[src/rtl/seq_mul_unit.sv]
// seq_mul_unit: multi-cycle shift-and-add RV32M multiplier (MUL/MULH/MULHSU/MULHU) with handshake and flush
module seq_mul_unit #(
  parameter int N = 32,
  parameter int TAG_W = 5
) (
  input  logic             clk,
  input  logic             rst_n,
  input  logic             in_valid,
  output logic             in_ready,
  input  logic [1:0]       op,
  input  logic [N-1:0]     operand_a,
  input  logic [N-1:0]     operand_b,
  input  logic [TAG_W-1:0] tag_in,
  input  logic             kill,
  output logic             out_valid,
  input  logic             out_ready,
  output logic [N-1:0]     result,
  output logic [TAG_W-1:0] tag_out
);
  localparam int CW = $clog2(N);
  typedef enum logic [1:0] {IDLE, CALC, FIX, DONE} state_t;
  state_t state, state_nx;
  logic [2*N-1:0] p, corr;
  logic [N-1:0] a_mag, a_abs, b_abs;
  logic [N:0] sum;
  logic [CW-1:0] count;
  logic [1:0] op_q;
  logic [TAG_W-1:0] tag_q;
  logic neg, sa, sb, neg_a, neg_b, accept, last;
  assign sa = (op == 2'b01) || (op == 2'b10);
  assign sb = op == 2'b01;
  assign neg_a = sa & operand_a[N-1];
  assign neg_b = sb & operand_b[N-1];
  assign a_abs = neg_a ? -operand_a : operand_a;
  assign b_abs = neg_b ? -operand_b : operand_b;
  assign accept = in_valid & in_ready & ~kill;
  assign last = count == CW'(N - 1);
  // one ripple add per iteration; the carry becomes the new top bit after the shift
  assign sum = {1'b0, p[2*N-1:N]} + {1'b0, p[0] ? a_mag : {N{1'b0}}};
  assign corr = neg ? -p : p;
  always_ff @(posedge clk or negedge rst_n)
    if (!rst_n) state <= IDLE;
    else state <= state_nx;
  always_comb begin
    state_nx = kill ? IDLE :
               state == IDLE ? (accept ? CALC : IDLE) :
               state == CALC ? (last ? FIX : CALC) :
               state == FIX  ? DONE :
               (out_ready ? IDLE : DONE);
  end
  always_comb begin
    in_ready = state == IDLE;
    out_valid = state == DONE;
  end
  always_ff @(posedge clk or negedge rst_n) begin
    if (!rst_n) begin
      p <= '0;
      a_mag <= '0;
      neg <= 1'b0;
      count <= '0;
      op_q <= '0;
      tag_q <= '0;
      result <= '0;
      tag_out <= '0;
    end else if (accept) begin
      op_q <= op;
      tag_q <= tag_in;
      a_mag <= a_abs;
      neg <= neg_a ^ neg_b;
      p <= {{N{1'b0}}, b_abs};
      count <= '0;
    end else if (state == CALC && !kill) begin
      p <= {sum, p[N-1:1]};
      count <= count + CW'(1);
    end else if (state == FIX && !kill) begin
      p <= corr;
      result <= op_q == 2'b00 ? corr[N-1:0] : corr[2*N-1:N];
      tag_out <= tag_q;
    end
  end
endmodule

[config.mk]
export PLATFORM = sky130hd
export DESIGN_NAME = seq_mul_unit
export DESIGN_NICKNAME = d
export VERILOG_FILES = /design/src/rtl/seq_mul_unit.sv
export SDC_FILE = /design/constraint.sdc
export NUM_CORES = 1
export LEC_CHECK = 0
export CAP_MARGIN = 5
export CELL_PAD_IN_SITES_DETAIL_PLACEMENT = 0
export CELL_PAD_IN_SITES_GLOBAL_PLACEMENT = 1
export CORE_ASPECT_RATIO = 0.6
export CORE_MARGIN = 3
export CORE_UTILIZATION = 39
export DETAILED_ROUTE_END_ITERATION = 10
export PLACE_DENSITY_LB_ADDON = 0.1
export SLEW_MARGIN = 15
export SYNTH_ARGS = -nofsm -noshare
export SYNTH_HDL_FRONTEND = slang
export SYNTH_SLANG_ARGS = --single-unit
[constraint.sdc]
create_clock -name clk -period 3.05 [get_ports clk]
set_input_delay 0.61 -clock clk [delete_from_list [all_inputs] [get_ports clk]]
set_output_delay 0.61 -clock clk [all_outputs]
set_load 0.05 [all_outputs]
==> flow_results.org <==
** Setup path
- The critical path contains buffers and inverters numbering 0 combined.
- Required time at the worst-slack endpoint :: 3.35 ns
- STA classifies the critical path startpoint as a register.
- The cell family contributing the most delay on the critical path is simple AND/OR/NAND/NOR gates.
- Kind of end point of the critical path :: register
- Most used cell along the critical path :: sky130_fd_sc_hd__or3_4
- Critical setup path kind :: register to register
- CP arrival :: 3.53 ns
- Critical-path maximum fanout :: 3
- Crit-path slowest cell :: sky130_fd_sc_hd__or4_4
- CP Cell Sequence :: or4_4 > nor3_4 > nand3_2 > or3_4 > or3_4 > or3_4 > o21ai_4 > nor3_2 > a21oi_2 > o211ai_1
- The largest single stage delay on the critical path is 0.57 ns.

** Pwr
- Sequential cells account for 30.0% of the total power.
- Clk network pwr share :: 22.4%
- In this run the static leakage power is 0.00669 µW.
- Across the VDD grid, the largest voltage drop is 0.383 mV.
- Dividing total power by cell area gives a power density of 609 nW/µm².
- Net switching share of the total power :: 40.0%
- The internal portion of the total power is 5630 µW.
- Combinational share of power :: 47.7%
- The analysis attributes to net switching a power of 3760 µW.

** Global routing
- The first global-routing pass estimated 57.6 mm of wire.
- Initial antenna violation count :: 0
- The total overflow left after global routing is 0.
- The via count of the first global-routing pass is 10700.
- Maximum number of pins on one net before global-route repair :: 108
- Combined global-route utilization of all metal layers :: 23.8%

** Placement
- OpenSTA, run right after detailed placement, puts the worst setup slack at -0.578 ns.
- Counting tap cells, the placed design contains a total of 2015 instances.
- Post-detailed-placement half-perimeter wirelength :: 27.2 mm
- Number of port buffers :: 114
- Gpl congestion :: 0.857
- Once placement finished, the instance area stood at 14200 µm².

** Synth
- Number of nets produced by synthesis :: 1527
- Count of distinct cell types in the synthesized netlist :: 65
- Portion of the post-synthesis area used by sequential elements :: 33.1%
- After synthesis the netlist holds a flip-flop and latch count of 148.
- Post-synthesis cell type with the largest combined area :: sky130_fd_sc_hd__dfrtp_1
- Summing every instance area after synthesis gives 11200 µm².
- By instance count, the leading cell after synthesis is sky130_fd_sc_hd__nand2_1.
- The most used flip-flop cell after synthesis is sky130_fd_sc_hd__dfrtp_1.
- For this run, asynchronously set or reset flops after synthesis account for 100%.
- Biggest area contributors in the synthesized netlist :: sky130_fd_sc_hd__dfrtp_1 (33%), sky130_fd_sc_hd__nand2_1 (7.6%), sky130_fd_sc_hd__o21ai_0 (7.2%)
- Proportion of netlist area held by the largest area contributor :: 33.1%
- Synthesis produced 1412 cells.
- Total of warnings raised by yosys :: 0
- In this run, synthesis inferred 0 flip-flops with an integrated enable.
- Ranked by instance count, the synthesized netlist is headed by sky130_fd_sc_hd__nand2_1 (227), sky130_fd_sc_hd__o21ai_0 (160), sky130_fd_sc_hd__dfrtp_1 (148).
- The average instance in the mapped netlist occupies 7.93 µm².

** Timing
- Between clock sinks in the finished design, the worst skew comes to 0.0112 ns.
- Post-layout min period :: 3.23 ns
- Setup violations remaining at the end of the flow were counted as 16.
- Static timing analysis puts the maximum clock frequency at 0.310 GHz.
- Minimum hold slack :: 0.156 ns
- At the pin with the least slew margin, the transition time is 0.754 ns.
- Worst setup margin :: -0.176 ns
- The number of max-slew violations in the final report came to 0.
- Of the available clock period, the critical path in the final layout requires 106%.
- In this run the tightest slew margin relative to its limit is 49.6%.
- Hold Fails Final Rpt :: 0
- Unrepaired setup endpoints after global routing :: true

** CTS
- The later pin in the worst-skew pair is clocked with a latency of 0.44 ns.
- Maximum number of buffers from clock root to sink :: 2
- Clock-pin slew was measured on the worst setup and hold paths at 0.07 ns.
- Total clock buffers created by CTS :: 17
- Root buffer cell :: sky130_fd_sc_hd__clkbuf_16
- Hold-fix buffers, CTS :: 0
- Sinks on the clock net :: 148
- Clock tree from TritonCTS :: done
- CTS H-Tree Depth :: 4

** Detailed routing
- In the final routed layout, each cell accounts on average for 17.7 µm.
- The first routing iteration left 972 violations.
- Number of nets with antenna violations after routing :: 0
- Total number of vias :: 11300
- Overall routed net length :: 36.6 mm
- DRC errors left :: 0
- Detailed-route vias per instance :: 5.47
- Router iterations before antenna repair :: 5

** Die
- Site row count :: 47
- Starting Density :: 40.1%
- From bottom edge to top edge, the die measures 137 µm.
- The die is 225 µm wide.
- The core region is 27900 µm².
- Area of the die :: 30800 µm²
- In this run the count of I/O pins placed on the die edge is 115.

** Final layout
- Finished layout cell area :: 15400 µm²
- The layout has 2609 filler cells.
- The finished layout holds 2065 standard cells, fillers aside.
- Synthesis-to-layout area growth :: 37.8%
- Final Net Count :: 1800
- Sequential cell area :: 3700 µm²
- Share of final-layout standard cells stronger than drive strength 1 :: 21.4%
- 0 antenna diodes ended up in the layout.
- The multi-input combinational cells in the finished layout cover a total of 7650 µm².

** Status
- Violated checks :: setup timing
- The run finished, with violations left.

** Worst hold path
- The path class of the tightest hold or removal check is primary input to async pin.

** Run
- Max-cap viol count :: 0
## per-layer routing
layer / vias to the layer above / GRT usage (%) / part of all wire [%]
li1: 5535 / - / -
met4: 0 / 4.80 / 1.0
met3: 28 / 4.07 / 4.9
met2: 241 / 35.6 / 43
met5: - / 0 / 0
met1: 5484 / 36.1 / 51
## area by class of cell
cell class | count | share of cell area (%)
Timing Repair Buffer | 340 | 19.1
Multi-Input combinational cell | 1151 | 49.5
Tap cell | 367 | 2.97
Sequential cell | 148 | 24.0
Clock inverter | 10 | 0.689
Clock buffer | 22 | 3.01
Inverter | 27 | 0.657
## power groups by stage
stage | sequential (µW) | clock (µW) | combinational, µW
2_1_floorplan | 2850 | 0 | 2440
5_1_grt | 2870 | 2240 | 4930
3_3_place_gp | 2810 | 0 | 4100
3_5_place_dp | 2810 | 0 | 4140
4_1_cts | 2790 | 2150 | 4290
6_report | 2820 | 2100 | 4480
## worst reg2reg max path: stages, from the launching register on
cell                       delay, ns
sky130_fd_sc_hd__dfrtp_1        0.39
sky130_fd_sc_hd__or4_4          0.57
sky130_fd_sc_hd__nor3_4         0.27
sky130_fd_sc_hd__nand3_2        0.14
sky130_fd_sc_hd__or3_4          0.41
sky130_fd_sc_hd__or3_4          0.37
sky130_fd_sc_hd__or3_4          0.43
sky130_fd_sc_hd__o21ai_4        0.20
sky130_fd_sc_hd__nor3_2         0.07
sky130_fd_sc_hd__a21oi_2        0.13
sky130_fd_sc_hd__o211ai_1       0.11
## cell usage in the layout, fill, tap and decap left out, drive strengths merged, types with 3 or more instances in the layout
master / Yosys / layout
nand2: 227 / 227
buf: 13 / 227
o21ai: 167 / 167
dfrtp: 148 / 148
clkdlybuf4s50: 0 / 106
a21oi: 92 / 92
xor2: 91 / 91
nor2: 90 / 90
xnor2: 82 / 82
and2: 38 / 38
ha: 38 / 38
or3: 34 / 34
nor3: 32 / 32
o31ai: 29 / 29
inv: 27 / 27
clkbuf: 73 / 22
a21o: 21 / 21
nand3: 20 / 20
o211ai: 18 / 18
a211oi: 18 / 18
o41ai: 15 / 15
or4: 15 / 15
o22ai: 14 / 14
nand2b: 14 / 14
nor2b: 9 / 9
a22oi: 9 / 9
and3: 8 / 8
a31oi: 8 / 8
nor3b: 8 / 8
dlymetal6s2s: 0 / 7
clkinv: 0 / 7
or2: 6 / 6
mux2i: 5 / 5
nand4: 4 / 4
nor4: 4 / 4
nand3b: 3 / 3
o31a: 3 / 3
a221o: 3 / 3
o21bai: 3 / 3
## state kept, by name, indices dropped and copies added, names as in the netlist
signal,flops
p,64
result,32
state,2
neg,1
tag_q,5
count,5
tag_out,5
a_mag,32
op_q,2
## cell families after synthesis
kind of cell               count (synthesis)  synth area share (%)
muxes                                      5                 0.447
xor gates and xnor gates                 173                  13.5
adders and majority gates                 39                  4.42
buffers and inverters                    113                  3.81
DFF                                      148                  33.1
AOI/OAI and AO/OA                        420                  22.8
and+or+nand+nor                          514                  21.9
## repair_timing
| item | in CTS | in global routing |
|---|---|---|
| resized for setup | 48 | 91 |
| setup endpoints to repair | 30 | 47 |
| buffers inserted | 11 | 8 |
| pin swaps | 23 | 46 |
## final timing paths
path	slack, ns	cells past startpoint	end	start
max in group asynchronous	2.21	2	p[32]	rst_n
min in group clk	0.47	2	result[24]	result[24]
min reg2reg	0.47	2	result[24]	result[24]
min	0.16	1	tag_out[3]	rst_n
max	-0.18	10	p[62]	p[13]
max reg2reg	-0.18	10	p[62]	p[13]
## per-stage QoR
stage               util (%)  setup TNS (ns)  power, µW
detailed placement      50.8           -9.01       6950
finish                  55.3           -1.32       9400
global placement        50.8           -7.50       6910
floorplan                  -         -0.0396       5290
global route            55.3           -4.17      10000
CTS                     53.9           -1.97       9230
Note: power is estimated with default switching activity, not from simulation.
